<file path="config.mk">
export PLATFORM = sky130hd
export DESIGN_NAME = mdu_seq
export DESIGN_NICKNAME = d
export VERILOG_FILES = /design/src/rtl/mdu_seq_pkg.sv /design/src/rtl/mdu_seq_core_step.sv /design/src/rtl/mdu_seq.sv
export SDC_FILE = /design/constraint.sdc
export NUM_CORES = 1
export LEC_CHECK = 0
export CAP_MARGIN = 40
export CORE_MARGIN = 1.5
export CORE_UTILIZATION = 50
export CTS_CLUSTER_DIAMETER = 60
export DETAILED_ROUTE_END_ITERATION = 12
export GPL_ROUTABILITY_DRIVEN = 1
export PLACE_DENSITY = 0.78
export SYNTH_ARGS = -nofsm -noshare
export SYNTH_HDL_FRONTEND = slang
export SYNTH_SLANG_ARGS = --single-unit
</file>
<file path="constraint.sdc">
create_clock -name clk -period 4.5 [get_ports clk]
set_input_delay 0.9 -clock clk [delete_from_list [all_inputs] [get_ports clk]]
set_output_delay 0.9 -clock clk [all_outputs]
set_load 0.02 [all_outputs]
</file>
<file path="src/rtl/mdu_seq_pkg.sv">
// Shared definitions for the RV32M multiply/divide sequencer: ALU op codes,
// FSM state encoding and op-class helpers.
package mdu_seq_pkg;

  localparam int MDU_ITER = 32;

  localparam logic [4:0] ALU_MUL    = 5'h10;
  localparam logic [4:0] ALU_MULH   = 5'h11;
  localparam logic [4:0] ALU_MULHSU = 5'h12;
  localparam logic [4:0] ALU_MULHU  = 5'h13;
  localparam logic [4:0] ALU_DIV    = 5'h14;
  localparam logic [4:0] ALU_DIVU   = 5'h15;
  localparam logic [4:0] ALU_REM    = 5'h16;
  localparam logic [4:0] ALU_REMU   = 5'h17;

  typedef enum logic [1:0] {
    S_IDLE = 2'd0,
    S_CALC = 2'd1,
    S_CORR = 2'd2,
    S_DONE = 2'd3
  } mdu_state_e;

  function automatic logic is_m_op(input logic [4:0] op);
    return op inside {ALU_MUL, ALU_MULH, ALU_MULHSU, ALU_MULHU,
                      ALU_DIV, ALU_DIVU, ALU_REM, ALU_REMU};
  endfunction

  function automatic logic is_div_op(input logic [4:0] op);
    return op inside {ALU_DIV, ALU_DIVU, ALU_REM, ALU_REMU};
  endfunction

endpackage

</file>
<file path="src/rtl/mdu_seq_core_step.sv">
// One iteration of the unsigned shift-add multiplier or restoring divider.
// hi/lo form the 64-bit product, or remainder/quotient-with-dividend.
module mdu_core_step #(
  parameter int XLEN = 32
) (
  input  logic            is_div_i,
  input  logic [XLEN-1:0] hi_i,
  input  logic [XLEN-1:0] lo_i,
  input  logic [XLEN-1:0] opnd_i,
  output logic [XLEN-1:0] hi_o,
  output logic [XLEN-1:0] lo_o
);

  logic [XLEN:0]   add_sum;
  logic [XLEN:0]   rem_sh;
  logic [XLEN-1:0] diff;
  logic            borrow;

  always_comb begin
    add_sum = lo_i[0] ? ({1'b0, hi_i} + {1'b0, opnd_i}) : {1'b0, hi_i};
    rem_sh  = {hi_i, lo_i[XLEN-1]};
    borrow  = rem_sh < {1'b0, opnd_i};
    // When there is no borrow the true difference is below the divisor, so
    // the truncated subtraction is exact.
    diff    = rem_sh[XLEN-1:0] - opnd_i;
    if (is_div_i) begin
      hi_o = borrow ? rem_sh[XLEN-1:0] : diff;
      lo_o = {lo_i[XLEN-2:0], ~borrow};
    end else begin
      hi_o = add_sum[XLEN:1];
      lo_o = {add_sum[0], lo_i[XLEN-1:1]};
    end
  end

endmodule

</file>
<file path="src/rtl/mdu_seq.sv">
// Iterative RV32M multiply/divide sequencer: accepts one M-op, runs XLEN
// iterations, applies sign correction and pulses valid with the result.
module mdu_seq import mdu_seq_pkg::*; #(
  parameter int XLEN  = 32,
  parameter int CNT_W = 6
) (
  input  logic            clk,
  input  logic            rst_n,
  input  logic            ex_start_i,
  input  logic [4:0]      ex_op_i,
  input  logic [XLEN-1:0] ex_op_a_i,
  input  logic [XLEN-1:0] ex_op_b_i,
  input  logic            flush_i,
  output logic            mdu_stall_o,
  output logic            mdu_busy_o,
  output logic            mdu_valid_o,
  output logic [XLEN-1:0] mdu_result_o
);

  localparam logic [XLEN-1:0] INT_MIN = {1'b1, {(XLEN-1){1'b0}}};

  mdu_state_e      state_q, state_d;
  logic [CNT_W-1:0] cnt_q, cnt_d;
  logic [4:0]      op_q, op_d;
  logic [XLEN-1:0] hi_q, hi_d, lo_q, lo_d, opnd_q, opnd_d, res_q, res_d;
  logic            neg_q, neg_d;

  logic [XLEN-1:0]   step_hi, step_lo;
  logic              m_op, idle_or_done, accept, fast, op_div_q;
  logic              sa, sb, neg_in;
  logic [XLEN-1:0]   mag_a, mag_b, fast_res, corr_res;
  logic [2*XLEN-1:0] prod;

  assign op_div_q = is_div_op(op_q);

  mdu_core_step #(.XLEN(XLEN)) u_step (
    .is_div_i (op_div_q),
    .hi_i     (hi_q),
    .lo_i     (lo_q),
    .opnd_i   (opnd_q),
    .hi_o     (step_hi),
    .lo_o     (step_lo)
  );

  // Operand magnitudes, result sign and the divide special cases
  always_comb begin
    sa     = (ex_op_i inside {ALU_MULH, ALU_MULHSU, ALU_DIV, ALU_REM}) & ex_op_a_i[XLEN-1];
    sb     = (ex_op_i inside {ALU_MULH, ALU_DIV, ALU_REM}) & ex_op_b_i[XLEN-1];
    mag_a  = sa ? -ex_op_a_i : ex_op_a_i;
    mag_b  = sb ? -ex_op_b_i : ex_op_b_i;
    neg_in = (ex_op_i == ALU_REM) ? sa : (sa ^ sb);
    fast   = is_div_op(ex_op_i) &
             ((ex_op_b_i == '0) |
              ((ex_op_i inside {ALU_DIV, ALU_REM}) &
               (ex_op_a_i == INT_MIN) & (ex_op_b_i == '1)));
    if (ex_op_b_i == '0)
      fast_res = (ex_op_i inside {ALU_DIV, ALU_DIVU}) ? '1 : ex_op_a_i;
    else
      fast_res = (ex_op_i == ALU_DIV) ? INT_MIN : '0;
  end

  always_comb begin
    prod = {hi_q, lo_q};
    if (neg_q)
      prod = -prod;
    unique case (op_q)
      ALU_MUL:           corr_res = prod[XLEN-1:0];
      ALU_DIV, ALU_DIVU: corr_res = neg_q ? -lo_q : lo_q;
      ALU_REM, ALU_REMU: corr_res = neg_q ? -hi_q : hi_q;
      default:           corr_res = prod[2*XLEN-1:XLEN];
    endcase
  end

  assign m_op         = ex_start_i & is_m_op(ex_op_i);
  assign idle_or_done = (state_q == S_IDLE) | (state_q == S_DONE);
  assign accept       = m_op & idle_or_done & ~flush_i;

  always_comb begin
    state_d = state_q;
    cnt_d   = cnt_q;
    op_d    = op_q;
    hi_d    = hi_q;
    lo_d    = lo_q;
    opnd_d  = opnd_q;
    neg_d   = neg_q;
    res_d   = res_q;
    if (flush_i) begin
      state_d = S_IDLE;
      cnt_d   = '0;
    end else begin
      unique case (state_q)
        S_CALC: begin
          hi_d  = step_hi;
          lo_d  = step_lo;
          cnt_d = cnt_q + CNT_W'(1);
          if (cnt_q == CNT_W'(XLEN-1))
            state_d = S_CORR;
        end
        S_CORR: begin
          res_d   = corr_res;
          state_d = S_DONE;
        end
        S_DONE:  state_d = S_IDLE;
        default: state_d = S_IDLE;
      endcase
      if (accept) begin
        op_d   = ex_op_i;
        neg_d  = neg_in;
        cnt_d  = '0;
        hi_d   = '0;
        lo_d   = is_div_op(ex_op_i) ? mag_a : mag_b;
        opnd_d = is_div_op(ex_op_i) ? mag_b : mag_a;
        if (fast) begin
          res_d   = fast_res;
          state_d = S_DONE;
        end else begin
          state_d = S_CALC;
        end
      end
    end
  end

  always_ff @(posedge clk or negedge rst_n) begin
    if (!rst_n) begin
      state_q <= S_IDLE;
      cnt_q   <= '0;
      op_q    <= '0;
      hi_q    <= '0;
      lo_q    <= '0;
      opnd_q  <= '0;
      neg_q   <= 1'b0;
      res_q   <= '0;
    end else begin
      state_q <= state_d;
      cnt_q   <= cnt_d;
      op_q    <= op_d;
      hi_q    <= hi_d;
      lo_q    <= lo_d;
      opnd_q  <= opnd_d;
      neg_q   <= neg_d;
      res_q   <= res_d;
    end
  end

  assign mdu_stall_o  = (m_op & idle_or_done & ~fast) |
                        (state_q == S_CALC) | (state_q == S_CORR);
  assign mdu_busy_o   = (state_q != S_IDLE);
  assign mdu_valid_o  = (state_q == S_DONE) & ~flush_i;
  assign mdu_result_o = res_q;

endmodule

</file>
* Word level (Yosys, flattened, before mapping)
Index checks and enable logic that the tools add are counted.
** Operators by class
- Div/mod/pow operators :: 0
- Bitwise logic cells :: 18
- Reduce and logical (&&, ||, !) cells :: 16
- Multipliers :: 0
- Magnitude comparators :: 1
- Eq/ne operators :: 20
- Shift-type cells :: 0
- $add $sub $neg :: 8
- Mux-type cells :: 31
** Operators by type and width (number)
- $mux 32 :: 19
- $neg 32->32 :: 4
- $pmux 32 s3 :: 1
- $eq 5x5->1 const B :: 13
- $eq 32x32->1 const B :: 2
- $mux 64 :: 1
- $neg 64->64 :: 1
- $add 32x32->33 :: 1
- $lt 33x32->1 :: 1
- $mux 33 :: 1
- $logic_not 32->1 :: 1
- $sub 32x32->32 :: 1
- $mux 6 :: 3
- $reduce_bool 4->1 :: 3
- $and 1x1->1 :: 10
- $mux 2 :: 4
- $reduce_bool 2->1 :: 4
- $reduce_bool 8->1 :: 1
- $add 6x1->6 const B :: 1
- $eq 6x5->1 const B :: 1
- $reduce_bool 3->1 :: 2
- $eq 2x2->1 const B :: 2
- $ne 4x4->1 const B :: 1
- $or 1x1->1 :: 4
- other kinds (8) :: 12
** Word-level totals
- Output and inout port bits :: 35
- Register bits :: 142
- Memories kept :: 0
- ROM bits :: 0
- Bits in latches :: 0
- RAM bits :: 0
- Input port bits :: 73
- Word-level logic and storage cells :: 102

* Depth between registers and ports, before layout
- Word-level depth :: 10
- Depth in mapped cells :: 14
- Mapped depth without buffers :: 13

* Cells and area by module
From an unflattened synthesis, not the netlist that was laid out.
** Second synthesis, totals
- Cell total of the unflattened synthesis :: 2069
- Area, all modules :: 15721.3 sq um
** Modules (own cells, without submodules)
- mdu_seq :: sequential area each 3553.4 sq um, times used 1, area each 10847.9 sq um, cells an instance 1352
- mdu_core_step :: sequential area each 0.0 sq um, times used 1, area each 4873.4 sq um, cells an instance 717

* Least setup slack after synthesis
OpenSTA, ideal clock, no wires.
- Kind :: input-to-output
- Start point :: input port ex_op_a_i[18]
- End point :: output port mdu_stall_o
- Required time :: 3600 ps
- Stages :: 6
- Buffers on the path :: 0
- Path slack :: 462 ps
- Data arrival time :: 3138 ps
- Cells stage by stage :: or4_4 > or4b_1 > or4_4 > nor3_2 > o21ai_1 > a211o_1
** Between the ends
- Cells in the longest elaborated chain, start to end :: 9
** Ends and longest elaborated chain
- start: declaration :: line mdu_seq.sv:11 : input logic [XLEN-1:0] ex_op_a_i,
- $eq 32x32->1 :: line mdu_seq.sv:55 : (ex_op_a_i == INT_MIN) & (ex_op_b_i == '1)));
- $and 1x1->1 :: line mdu_seq.sv:54 : ((ex_op_i inside {ALU_DIV, ALU_REM}) &
- $and 1x1->1 :: line mdu_seq.sv:55
- $or 1x1->1 :: line mdu_seq.sv:53 : ((ex_op_b_i == '0) |
- $and 1x1->1 :: line mdu_seq.sv:52 : fast = is_div_op(ex_op_i) &
- $not 1->1 :: line mdu_seq.sv:145 : assign mdu_stall_o = (m_op & idle_or_done & ~fast) |
- $and 1x1->1 :: line mdu_seq.sv:145
- $or 1x1->1 :: line mdu_seq.sv:145
- $or 1x1->1 :: line mdu_seq.sv:146 : (state_q == S_CALC) | (state_q == S_CORR);
- end: declaration :: line mdu_seq.sv:14 : output logic mdu_stall_o,
Every way passes these cells.

* Worst setup path after layout
- Start point :: input port ex_op_a_i[16]
- End point :: output port mdu_stall_o
Same word-level chain as after synthesis.

==> results.md <==
• **most common flop cell mapped by yosys** sky130_fd_sc_hd__dfrtp_1
• **die extent in y** 177 um
• **nets in the synthesized netlist** 2251
• **most utilized layer in the global route result** met2
• **syn_area_per_cell** 7.22 um^2
• **Final HPWL DP** 43800 um
• **share of the synthesized area in the top cell type** 0.234
• **cell leakage power** 7.40 nW
• **number of instances in the synthesized netlist** 2102
• **global-route met1 utilization** 0.474
• **Synth area leaders** sky130_fd_sc_hd__dfrtp_1 (23%), sky130_fd_sc_hd__nand2_1 (8.1%), sky130_fd_sc_hd__a21oi_1 (6.2%)
• **worst path arrival time** 3470 ps
• **I/O pin count** 108
• **CP Launch Type** input pin
• **Horiz. Die Dim** 177 um
• **peak supply drop** 303 uV
• **required time at the endpoint of the critical path** 3600 ps
• **number of detailed-route iterations in the first pass** 7
• **Power per Cell Area** 676 nW/um^2
• **crit path max fanout** 2
• **distinct cell type count after synthesis** 81
• **largest net degree at the start of global routing** 109
• **final worst-path cycle share** 0.972
• **drt total wl** 56400 um
• **Max clock buf depth** 2
• **Slew @ Worst Pin** 840 ps
• **number of vias after detailed routing** 16914
• **core area** 29800 um^2
• **Reg2Reg Setup Slack** 650 ps
• **clk root buf** sky130_fd_sc_hd__clkbuf_16
• **max capacitance violation total** 0
• **residual overflow from global routing** 0
• **number of DRC violations after detailed-routing iteration 0** 2266
• **starting utilization of the core area** 0.509
• **deepest level of the CTS H-tree** 4
• **count of nets after finishing** 2338
• **most frequent cells after synthesis** sky130_fd_sc_hd__nand2_1 (328), sky130_fd_sc_hd__a21oi_1 (188), sky130_fd_sc_hd__o21ai_0 (184)
• **clock tree from TritonCTS** built
• **number of filler cells placed in the layout** 2747
• **source-to-sink clock delay at the later pin of the worst-skew pair** 450 ps
• **number of port buffers** 107
• **detail-routed via count per cell** 6.52
• **endpoints failing hold** 0
• **most common cell in the synthesized netlist** sky130_fd_sc_hd__nand2_1
• **Worst-path clk slew** 70 ps
• **type of the most critical hold path** input pin to async pin
• **endpoint type of the worst setup path** primary output
• **global-route wire length before repair** 86900 um
• **floorplan die area** 31400 um^2
• **Remaining DRCs** 0
• **result of the run** finished clean
• **share of post-route cells with drive strength above 1** 0.0849
• **last weighted congestion value of the routability-driven placer** 1.05
• **number of setup violations in the final report** 0
• **Power Total** 12.0 mW
• **global-route usage over all layers** 0.359
• **cts hold-fix bufs** 0
• **Routed Antenna Nets** 0
• **via count of the first global-routing pass** 15373
• **fraction of met3 tracks used by global routing** 0.0593
• **clock skew after layout** 16.5 ps
• **combined area of the multi-input logic cells** 10700 um^2
• **flip-flop and latch count after synthesis** 142
• **final worst path period need** 4370 ps
• **total standard cell area after synthesis** 15200 um^2
• **highest attainable clock frequency** 0.229 GHz
• **final std cells w/o fill** 2593
• **num rows** 63
• **register area** 3550 um^2
• **number of flops mapped to enable cells by yosys** 0
• **sequential element share of the synthesized area** 0.234
• **total clock buffers created by CTS** 17
• **clock net sink count** 142
• **routed wire length per instance** 21.8 um
• **setup repair after global routing missed its margin** no
• **category of the critical setup timing path** input pin to primary output
• **met2 global-route usage** 0.559
• **max_slew headroom** 0.440
• **ys async rst share** 1.00
• **Yosys top cell by area** sky130_fd_sc_hd__dfrtp_1
• **Area Growth Syn to Fin** 16.8%
• **total number of yosys warnings** 0
• **Area after DPL** 17100 um^2
• **Final Max Tran Viols** 0
• **antenna violations before repair** 2
• **post-route cell area** 17700 um^2
• **placed cell count** 2559
what timing repair did:
| item | CTS | global route |
|---|---|---|
| setup buffers | 1 | 0 |
| hold endpoints to repair | 0 | 0 |
| endpoints found under the setup margin | 1 | 0 |
| resized for setup | 13 | 0 |
critical path, cell delays in order:
cell and delay [ps]:
sky130_fd_sc_hd__dlygate4sd2_1 240, sky130_fd_sc_hd__or4_4 530, sky130_fd_sc_hd__or4b_4 530, sky130_fd_sc_hd__or4_4 560, sky130_fd_sc_hd__nor3_4 170, sky130_fd_sc_hd__o21ai_2 120
sky130_fd_sc_hd__a211o_1 290, sky130_fd_sc_hd__buf_6 140
metrics by stage:
| stage | setup TNS, ps | worst slack (ps) | util | hold slack (ps) |
|---|---|---|---|---|
| after global routing | 0 | 91.3 | 0.595 | 240 |
| after global placement | -633 | -633 | 0.573 | 464 |
| after CTS | 0 | 108 | 0.595 | 239 |
| after detailed placement | -616 | -616 | 0.574 | 469 |
| after floorplan | 0 | 462 | - | 442 |
| final | 0 | 125 | 0.595 | 236 |
state kept, by name, summed over array words and instances, names as in the netlist:
register and flops:
op_q 5, opnd_q 32, neg_q 1, mdu_result_o 32, hi_q 32, lo_q 32
cnt_q 6, state_q 2
power by group:
part	internal [mW]	switching, mW
Combinational	3.12	4.72
Clock	0.844	0.637
Sequential	1.77	0.884
Total	5.74	6.24
metal layers:
| layer | part of all wire | wire, um | vias up |
|---|---|---|---|
| met2 | 0.44 | 25100 | 959 |
| met1 | 0.40 | 22800 | 8001 |
| met5 | 0.00023 | 13 | - |
| li1 | - | - | 7778 |
| met3 | 0.092 | 5170 | 174 |
| met4 | 0.059 | 3350 | 2 |
path summary, 6_finish.rpt:
| kind | startpoint | end | depth (start not counted) |
|---|---|---|---|
| max | ex_op_a_i[16] | mdu_stall_o | 8 |
| min | rst_n | cnt_q[2] | 1 |
| max reg2reg | hi_q[11] | hi_q[1] | 11 |
| min reg2reg | mdu_result_o[14] | mdu_result_o[14] | 2 |
| max in group asynchronous | rst_n | opnd_q[28] | 3 |
| min in group clk | mdu_result_o[14] | mdu_result_o[14] | 2 |
cell usage in the layout (no fill, tap or decap), types with 5 or more instances in the layout:
master                            count
sky130_fd_sc_hd__mux2_2               5
sky130_fd_sc_hd__nor2_1             125
sky130_fd_sc_hd__o211ai_1            65
sky130_fd_sc_hd__a222oi_1             6
sky130_fd_sc_hd__o41ai_1             16
sky130_fd_sc_hd__nand2b_1            21
sky130_fd_sc_hd__or4_1               16
sky130_fd_sc_hd__o22ai_1             20
sky130_fd_sc_hd__buf_4              113
sky130_fd_sc_hd__nor2b_1              9
sky130_fd_sc_hd__a21o_1              29
sky130_fd_sc_hd__nor3_1              43
sky130_fd_sc_hd__a21oi_1            188
sky130_fd_sc_hd__clkdlybuf4s50_1    101
sky130_fd_sc_hd__nor4_1              22
sky130_fd_sc_hd__nand3_1             70
sky130_fd_sc_hd__a221oi_1             5
sky130_fd_sc_hd__clkbuf_16           17
sky130_fd_sc_hd__and3_1               6
sky130_fd_sc_hd__a211oi_1            27
sky130_fd_sc_hd__ha_1                74
sky130_fd_sc_hd__xor2_1              96
sky130_fd_sc_hd__a32o_1              18
sky130_fd_sc_hd__or2_2               10
sky130_fd_sc_hd__a21boi_0             7
sky130_fd_sc_hd__inv_1               83
sky130_fd_sc_hd__nand2_1            327
sky130_fd_sc_hd__o31ai_1             33
sky130_fd_sc_hd__nand4_1             28
sky130_fd_sc_hd__o21a_1               8
sky130_fd_sc_hd__a31oi_1             23
sky130_fd_sc_hd__mux2i_1             38
sky130_fd_sc_hd__and2_1              11
sky130_fd_sc_hd__dfrtp_1            141
sky130_fd_sc_hd__or3_1               21
sky130_fd_sc_hd__a311oi_1             8
sky130_fd_sc_hd__xnor2_1             82
sky130_fd_sc_hd__o21ai_0            184
logic make-up after synthesis:
group | count (synthesis) | share of synthesized area
AND/OR/NAND/NOR | 734 | 0.223
AO/OA/AOI/OAI | 688 | 0.287
buffers and inverters | 241 | 0.0607
XOR/XNOR | 178 | 0.103
flip-flops | 142 | 0.234
adder cells (fa/ha/maj) | 76 | 0.0636
multiplexers | 43 | 0.0288
cell type report:
cell class / count / area share
inverters: 84 / 0.0178
clock inverters: 13 / 0.00868
well taps: 390 / 0.0275
repair buffers: 225 / 0.114
clock buffers: 19 / 0.0250
diodes: 1 / 0.000141
flip-flops and latches: 142 / 0.201
multi-input cells: 1719 / 0.606
(Power assumes the default switching activity.)
